`src/rtl/reorder_buffer.sv`:
```
// In-order commit buffer: hands out rename tags, captures CDB results and retires
// one entry per cycle to the regfile or LSB, redirecting fetch on a mispredicted branch.
module reorder_buffer #(
    parameter int ROB_WIDTH  = 4,
    parameter int REG_WIDTH  = 5,
    parameter int DATA_WIDTH = 32
) (
    input  logic                  clk_in,
    input  logic                  rst_in,
    input  logic                  rdy_in,
    input  logic                  dispatcher_rob_en_in,
    input  logic [1:0]            dispatcher_rob_type_in,
    input  logic [REG_WIDTH-1:0]  dispatcher_rob_dest_in,
    output logic [ROB_WIDTH-1:0]  rob_dispatcher_tag_out,
    output logic                  rob_dispatcher_full_out,
    input  logic [ROB_WIDTH-1:0]  dispatcher_rob_rs_h_in,
    input  logic [ROB_WIDTH-1:0]  dispatcher_rob_rt_h_in,
    output logic                  rob_dispatcher_rs_ready_out,
    output logic                  rob_dispatcher_rt_ready_out,
    output logic [DATA_WIDTH-1:0] rob_dispatcher_rs_value_out,
    output logic [DATA_WIDTH-1:0] rob_dispatcher_rt_value_out,
    input  logic                  cdb_rob_en_in,
    input  logic [ROB_WIDTH-1:0]  cdb_rob_h_in,
    input  logic [DATA_WIDTH-1:0] cdb_rob_value_in,
    input  logic                  cdb_rob_mispredict_in,
    input  logic [DATA_WIDTH-1:0] cdb_rob_target_in,
    input  logic                  lsb_rob_ready_in,
    output logic                  rob_regfile_en_out,
    output logic [REG_WIDTH-1:0]  rob_regfile_d_out,
    output logic [DATA_WIDTH-1:0] rob_regfile_value_out,
    output logic [ROB_WIDTH-1:0]  rob_regfile_h_out,
    output logic                  rob_regfile_rst_out,
    output logic                  rob_lsb_commit_out,
    output logic [ROB_WIDTH-1:0]  rob_lsb_h_out,
    output logic                  rob_fetcher_rst_out,
    output logic [DATA_WIDTH-1:0] rob_fetcher_pc_out
);

    localparam int DEPTH = 1 << ROB_WIDTH;
    localparam logic [ROB_WIDTH-1:0] FIRST = {{(ROB_WIDTH-1){1'b0}}, 1'b1};
    localparam logic [ROB_WIDTH-1:0] LAST  = '1;
    localparam logic [1:0] TYPE_BRANCH = 2'd1;
    localparam logic [1:0] TYPE_STORE  = 2'd2;

    typedef enum logic {ST_RUN, ST_FLUSH} state_t;

    state_t                           state;
    logic [ROB_WIDTH-1:0]             head, tail, count;
    logic [DATA_WIDTH-1:0]            flush_pc;
    logic [DEPTH-1:0]                 ent_valid, ent_ready, ent_mp;
    logic [DEPTH-1:0][1:0]            ent_type;
    logic [DEPTH-1:0][REG_WIDTH-1:0]  ent_dest;
    logic [DEPTH-1:0][DATA_WIDTH-1:0] ent_value, ent_target;

    logic alloc, commit;
    logic [DATA_WIDTH:0] rs_q, rt_q;

    // Slot 0 is the reserved "no tag", so pointers wrap from the last slot to 1.
    function automatic logic [ROB_WIDTH-1:0] wrap_inc(input logic [ROB_WIDTH-1:0] i);
        return (i == LAST) ? FIRST : i + 1'b1;
    endfunction

    function automatic logic [DATA_WIDTH:0] query(input logic [ROB_WIDTH-1:0] h);
        if (h == '0)
            return '0;
        if (cdb_rob_en_in && cdb_rob_h_in == h)
            return {1'b1, cdb_rob_value_in};
        if (ent_valid[h] && ent_ready[h])
            return {1'b1, ent_value[h]};
        return '0;
    endfunction

    assign rob_dispatcher_tag_out  = tail;
    assign rob_dispatcher_full_out = (count == LAST) || (state == ST_FLUSH);

    assign alloc  = dispatcher_rob_en_in && !rob_dispatcher_full_out;
    assign commit = (state == ST_RUN) && ent_valid[head] && ent_ready[head] &&
                    (ent_type[head] != TYPE_STORE || lsb_rob_ready_in);

    always_comb begin
        rs_q = query(dispatcher_rob_rs_h_in);
        rt_q = query(dispatcher_rob_rt_h_in);
    end

    assign rob_dispatcher_rs_ready_out = rs_q[DATA_WIDTH];
    assign rob_dispatcher_rs_value_out = rs_q[DATA_WIDTH-1:0];
    assign rob_dispatcher_rt_ready_out = rt_q[DATA_WIDTH];
    assign rob_dispatcher_rt_value_out = rt_q[DATA_WIDTH-1:0];

    always_ff @(posedge clk_in) begin
        if (rst_in) begin
            state                 <= ST_RUN;
            head                  <= FIRST;
            tail                  <= FIRST;
            count                 <= '0;
            flush_pc              <= '0;
            ent_valid             <= '0;
            ent_ready             <= '0;
            ent_mp                <= '0;
            rob_regfile_en_out    <= 1'b0;
            rob_regfile_d_out     <= '0;
            rob_regfile_value_out <= '0;
            rob_regfile_h_out     <= '0;
            rob_regfile_rst_out   <= 1'b0;
            rob_lsb_commit_out    <= 1'b0;
            rob_lsb_h_out         <= '0;
            rob_fetcher_rst_out   <= 1'b0;
            rob_fetcher_pc_out    <= '0;
        end else if (rdy_in) begin
            rob_regfile_en_out  <= 1'b0;
            rob_regfile_rst_out <= 1'b0;
            rob_lsb_commit_out  <= 1'b0;
            rob_fetcher_rst_out <= 1'b0;
            if (state == ST_FLUSH) begin
                // Link write went out last cycle; now drop all speculative state.
                rob_regfile_rst_out <= 1'b1;
                rob_fetcher_rst_out <= 1'b1;
                rob_fetcher_pc_out  <= flush_pc;
                ent_valid           <= '0;
                head                <= FIRST;
                tail                <= FIRST;
                count               <= '0;
                state               <= ST_RUN;
            end else begin
                if (cdb_rob_en_in && ent_valid[cdb_rob_h_in]) begin
                    ent_ready[cdb_rob_h_in]  <= 1'b1;
                    ent_value[cdb_rob_h_in]  <= cdb_rob_value_in;
                    ent_mp[cdb_rob_h_in]     <= cdb_rob_mispredict_in &&
                                                ent_type[cdb_rob_h_in] == TYPE_BRANCH;
                    ent_target[cdb_rob_h_in] <= cdb_rob_target_in;
                end
                if (alloc) begin
                    ent_valid[tail] <= 1'b1;
                    ent_ready[tail] <= 1'b0;
                    ent_mp[tail]    <= 1'b0;
                    ent_type[tail]  <= dispatcher_rob_type_in;
                    ent_dest[tail]  <= dispatcher_rob_dest_in;
                    tail            <= wrap_inc(tail);
                end
                if (commit) begin
                    ent_valid[head] <= 1'b0;
                    head            <= wrap_inc(head);
                    if (ent_type[head] == TYPE_STORE) begin
                        rob_lsb_commit_out <= 1'b1;
                        rob_lsb_h_out      <= head;
                    end else begin
                        rob_regfile_en_out    <= (ent_dest[head] != '0);
                        rob_regfile_d_out     <= ent_dest[head];
                        rob_regfile_value_out <= ent_value[head];
                        rob_regfile_h_out     <= head;
                        if (ent_mp[head]) begin
                            flush_pc <= ent_target[head];
                            state    <= ST_FLUSH;
                        end
                    end
                end
                if (alloc && !commit)
                    count <= count + 1'b1;
                else if (!alloc && commit)
                    count <= count - 1'b1;
            end
        end
    end

endmodule

```
`config.mk`:
```
export PLATFORM = sky130hd
export DESIGN_NAME = reorder_buffer
export DESIGN_NICKNAME = d
export VERILOG_FILES = /design/src/rtl/reorder_buffer.sv
export SDC_FILE = /design/constraint.sdc
export NUM_CORES = 2
export LEC_CHECK = 0
export ABC_CLOCK_PERIOD_IN_PS = 11900
export CAP_MARGIN = 40
export CORE_UTILIZATION = 40
export CTS_BUF_LIST = sky130_fd_sc_hd__clkbuf_8
export DETAILED_ROUTE_END_ITERATION = 16
export PLACE_DENSITY = 0.59
export SYNTH_ARGS = -nofsm -noshare
export SYNTH_HDL_FRONTEND = slang
export SYNTH_SLANG_ARGS = --single-unit
```
`constraint.sdc`:
```
create_clock -name clk_in -period 11.9 [get_ports clk_in]
set_input_delay 2.38 -clock clk_in [delete_from_list [all_inputs] [get_ports clk_in]]
set_output_delay 2.38 -clock clk_in [all_outputs]
set_load 0.005 [all_outputs]
```
After elaboration in Yosys (flattened, before gate mapping)
Cells that the tools add are included.

operators by class
  add/subtract/negate cells = 4
  magnitude comparators = 8
  eq/ne operators = 8
  multiplexer cells = 107
  bitwise gates (word level) = 10
  reductions and logical operators = 36

operator list
  cell                   count
  $bwmux W512            2
  $bmux W32 S4           4
  $mux W33               12
  $mux W16               16
  $mux W32               5
  $demux W32 S4          1
  $bwmux W80             1
  $and A16 B16 Y16       3
  $mux W4                9
  $mux W1                34
  $bmux W1 S4            8
  $bwmux W32             1
  $not A16 Y16           2
  $or A16 B16 Y16        2
  $lt A4 B5 Y1 const B   5
  $bmux W5 S4            1
  $demux W5 S4           1
  $bmux W2 S4            2
  $bwmux W16             1
  $reduce_and A4 Y1      4
  $logic_and A1 B1 Y1    15
  $add A4 B1 Y4 const B  3
  $demux W1 S4           3
  $eq A4 B4 Y1 const B   3
  other kinds (18)       35

word-level totals
  register bits after elaboration = 1,309
  input port bits = 90
  output and inout port bits = 152
  logic and storage cells = 253

Logic depth before layout (Yosys ltp)
  depth after elaboration = 12
  depth in mapped cells = 14
  mapped depth without buffers = 11

Worst setup path before layout
OpenSTA, ideal clock, no wires.

  kind = in2reg
  start point = input cdb_rob_h_in[0]
  end point = register ent_target[100] in the netlist's numbering (enable)
  library setup time = 0.644 ns
  data arrival time = 9.493 ns
  data required time = 11.256 ns
  path slack = 1.763 ns
  stages = 6
  path buffers = 1
  cell sequence = buf_2 mux4_2 mux4_2 and3_1 nand2_1 nor4_1

between the ends
  word-level cells in the longest chain between the ends = 4

RTL lines
  what                             line  text
  from (decl)                      23    input logic [ROB_WIDTH-1:0] cdb_rob_h_in,
  $bmux W1 S4                      125   if (cdb_rob_en_in && ent_valid[cdb_rob_h_in]) begin
  $mux W1 (implied by the code)    125
  $logic_and A1 B1 Y1              125
  $reduce_and A4 Y1 (no line)      --
  to (signal, indexed assignment)  130   ent_target[cdb_rob_h_in] <= cdb_rob_target_in;
  to (decl)                        53    logic [DEPTH-1:0][DATA_WIDTH-1:0] ent_value, ent_target;

Every way passes these cells. The select of a mux whose other input is x is not followed.
A chain may end at the register's enable or synchronous reset.

Worst setup path in the final report
  start point = input cdb_rob_h_in[3]
  end point = output rob_dispatcher_rt_value_out[24]

between the ends
  word-level cells in the longest chain between the ends = 7
  elaborated cells between the ends (all ways) = 9
  classes of those cells = 1 x eq/ne; 7 x mux; 1 x reduce/logical

RTL lines
  what                   line  text
  $eq A4 B4 Y1 *         66    if (cdb_rob_en_in && cdb_rob_h_in == h)
  $logic_and A1 B1 Y1 *  66
  $mux W33               66
  $mux W33               68    if (ent_valid[h] && ent_ready[h])
  $mux W33               70    return '0;
  $mux W33 *             68
  $mux W33 *             66
  to (decl)              21    output logic [DATA_WIDTH-1:0] rob_dispatcher_rt_value_out,

Mark *: on every way between the ends. The rest lies on a longest branch, timed or not. The select of a mux whose other input is x is not followed.

==> flow_summary.toml <==
[routing]
drt_first_pass_iters = 5
routedWlPerCell_um = 30.7
vias = 34700
drtAntennaViolNets = 0
finalWirelength_mm = 174
drc_errors = 0
viasPerCell = 6.11
initialDrtViolationCount = 3579

[clocking]
cts_max_level = 4
cts_setup_buffers = 0
cts.clk_slew.worst_paths_ns = 0.06
cts_buffer_depth = 3
cts_sinks = 1309
cts_hold_buf = 0
cts_tree = "yes"
clock_latency_ns = 0.98
cts-root-buf = "clkbuf_8"
post_cts_resized = 0
cts_inserted_buffers = 213

[power_and_ir_drop]
clockPowerShare = 0.425
p_sw_mw = 2.16
p_sw_frac = 0.228
power.density_nw_per_um2 = 137
seqPwrFrac = 0.527
leakage_nw = 21.7
ir_worst_vdd_uv = 118
combPwrFrac = 0.048
finalPower_mw = 9.47
internal_power_mw = 7.31

[yosys]
synthCells = 3249
yosysWarningCount = 0
ys_seq_elements = 1309
synth-async-reset-ratio = 0
syn_avg_cell_area_um2 = 18.3
yosys.cell_types.count = 69
synth_edf_count = 1136
syn_area_um2 = 59400
synth_seq_area_share = 0.632
synthFlopType = "edfxtp_1"
synth_nets = 3350

[cells_and_area]
fin_cells = 5675
drive_above_1_share = 0.309
stdcell_area_um2 = 69100
area_growth_pct = 16.2
final_nets = 3657
fillers = 12300

[placed_design]
place_congestion = 0.858
placed_area_um2 = 64700
portBuffers = 241
hpwl_mm = 101
place_ws_ns = 3.43
dpl.cell_count = 5270

[die]
start_util = 0.403
num_io_pins = 242
die_w_um = 387
core_area_um2 = 148000
fp-row-count = 141
die_height_um = 387
dieArea_um2 = 150000

[timing]
setup_tns_ns = 0
slew_headroom = 0.337
clock_skew_ns = 0.0728
maxSlewViolCount = 0
setup_slack_ns = 3.48
setup_violations = 0
rsz0062_at_grt = "no"
fin_crit_ns = 8.42
tightest_slew_ns = 0.995
period_share = 0.707
hold_viol = 0
fmax_mhz = 119

[flow_run]
maxCapViolations = 0

[grt]
grt-ovfl-total = 0
grt_max_degree = 141
grt_usage = 0.233
grt_antenna_before_repair = 12
grt_pass1_wl_mm = 252
grt_pass1_vias = 34900

[outcome]
status = "finished, final reports clean"

[critical_path]
reg2reg_slack_ns = 7.18
r2r_end = "ent_value[31]$_DFFE_PP_"
rr_startpoint = "ent_valid[11]$_SDFFE_PP0P_"
critPathLaunchType = "primary input"
crit_path_end_kind = "primary output"
cp_max_fo = 33
critPathKind = "in -> out"
r2r_cells = 8
critPathArrivalTime_ns = 6.04
cp.required_ns = 9.52

[worst_hold_path]
hold_depth = 2
hp-class = "reg -> reg"
min_to = "rob_fetcher_pc_out[16]$_SDFFE_PP0P_"
min-delay-start = "flush_pc[16]$_SDFFE_PP0P_"
==> kinds of logic after synthesis <==
kind of cell	after synthesis	share of synthesized area
buffers and inverters	284	0.0205
multiplexers	710	0.267
flip-flops	1309	0.632
AND/OR/NAND/NOR	599	0.0435
XOR/XNOR	9	0.00133
AO/OA/AOI/OAI	327	0.0334
adder cells (fa/ha/maj)	11	0.00244
==> state kept, by name, summed over array words and instances (netlist names) <==
name and cells:
ent_mp 16, rob_regfile_en_out 1, flush_pc 32, rob_lsb_h_out 4, rob_regfile_value_out 32, count 4
rob_regfile_h_out 4, rob_fetcher_pc_out 32, ent_valid 16, rob_dispatcher_tag_out 4, state 1, ent_ready 16
head 4, ent_target 512, rob_regfile_d_out 5, ent_dest 80, rob_lsb_commit_out 1, ent_value 512
ent_type 32, rob_fetcher_rst_out 1
==> power groups by stage <==
stage                     clock [mW]  sequential, mW  combinational (mW)
after floorplan                    0            5.09               0.239
after global placement             0            5.09               0.450
after detailed placement           0            5.09               0.459
after CTS                       4.10            4.99               0.460
after global routing            4.29            4.99               0.487
final                           4.02            4.99               0.458
==> cells in the final DEF, fill, tap and decap left out, types with 6 or more instances in the layout <==
master / n
mux4_2: 697
nor2b_1: 28
nand2b_1: 12
clkinv_2: 27
o22a_1: 12
buf_4: 84
o21ai_0: 16
nor3_1: 14
nor2_4: 13
inv_1: 97
buf_16: 20
o211ai_1: 6
dfxtp_1: 169
nor2_1: 69
o32ai_1: 6
ha_1: 10
a311oi_1: 8
xor2_1: 7
a21oi_1: 192
bufinv_16: 13
edfxtp_1: 1136
mux2i_1: 8
buf_12: 11
nand3_1: 59
clkdlybuf4s50_1: 232
o31ai_1: 6
nand2_1: 359
a31oi_1: 28
clkinv_1: 31
a211oi_1: 11
clkbuf_8: 238
==> synth_stat cells (10+ instances only) <==
library cell | n | area [um2]
buf_1 | 44 | 165
inv_1 | 21 | 78.8
nand2_1 | 359 | 1350
nor3_1 | 18 | 90.1
o21ai_0 | 16 | 80.1
a21oi_1 | 192 | 961
nor2b_1 | 28 | 175
edfxtp_1 | 1136 | 34100
nor2_1 | 82 | 308
a211oi_1 | 11 | 82.6
nand2b_1 | 12 | 75.1
nand3_1 | 62 | 310
clkbuf_1 | 148 | 556
dfxtp_1 | 173 | 3460
o22a_1 | 12 | 105
mux4_2 | 697 | 15700
buf_2 | 55 | 275
a31oi_1 | 28 | 175
ha_1 | 10 | 125
==> worst max-delay path by stage <==
stage	startpoint	to	slack, ns	cells past startpoint
final	cdb_rob_h_in[3]	rob_dispatcher_rt_value_out[24]	3.48	8
after global routing	cdb_rob_h_in[3]	rob_dispatcher_rt_value_out[24]	3.30	8
after CTS	dispatcher_rob_rs_h_in[2]	rob_dispatcher_rs_value_out[31]	3.40	7
after detailed placement	dispatcher_rob_rs_h_in[2]	rob_dispatcher_rs_value_out[31]	3.43	7
after global placement	cdb_rob_h_in[3]	rob_dispatcher_rs_value_out[31]	3.24	7
after floorplan	cdb_rob_h_in[0]	ent_target[100]$_DFFE_PP_	1.76	6
==> critical path, stage by stage <==
cell	delay, ns
clkdlybuf4s50_1	0.90
xor2_1	0.34
nor3_1	0.33
nand3_2	0.10
buf_4	0.38
a21o_2	0.49
a21oi_1	0.46
clkdlybuf4s50_1	0.60
==> through the flow <==
stage | hold WS (ns) | util
3_5_place_dp | 0.445 | 0.438
6_report | 0.446 | 0.468
3_3_place_gp | 0.440 | 0.433
4_1_cts | 0.450 | 0.468
2_1_floorplan | 0.431 | -
5_1_grt | 0.473 | 0.468
==> metal layers <==
layer / up-vias / global-route usage / wire [um]
met4: 4 / 0.0652 / 3870
li1: 14200 / - / -
met1: 18500 / 0.330 / 72000
met2: 1694 / 0.365 / 82900
met5: - / 0 / 192
met3: 283 / 0.0509 / 15400
==> layout make-up <==
| class | count | area (um2) | share of cell area |
|---|---|---|---|
| Antenna cell | 2 | 5.00 | 0.0000724 |
| Multi-Input combinational cell | 1656 | 20800 | 0.301 |
| Sequential cell | 1309 | 37600 | 0.544 |
| Inverter | 22 | 82.6 | 0.00120 |
| Tap cell | 1930 | 2410 | 0.0350 |
| Timing Repair Buffer | 354 | 3800 | 0.0550 |
| Clock inverter | 164 | 1120 | 0.0162 |
| Clock buffer | 238 | 3280 | 0.0474 |
Note: power is estimated with default switching activity, not from simulation.
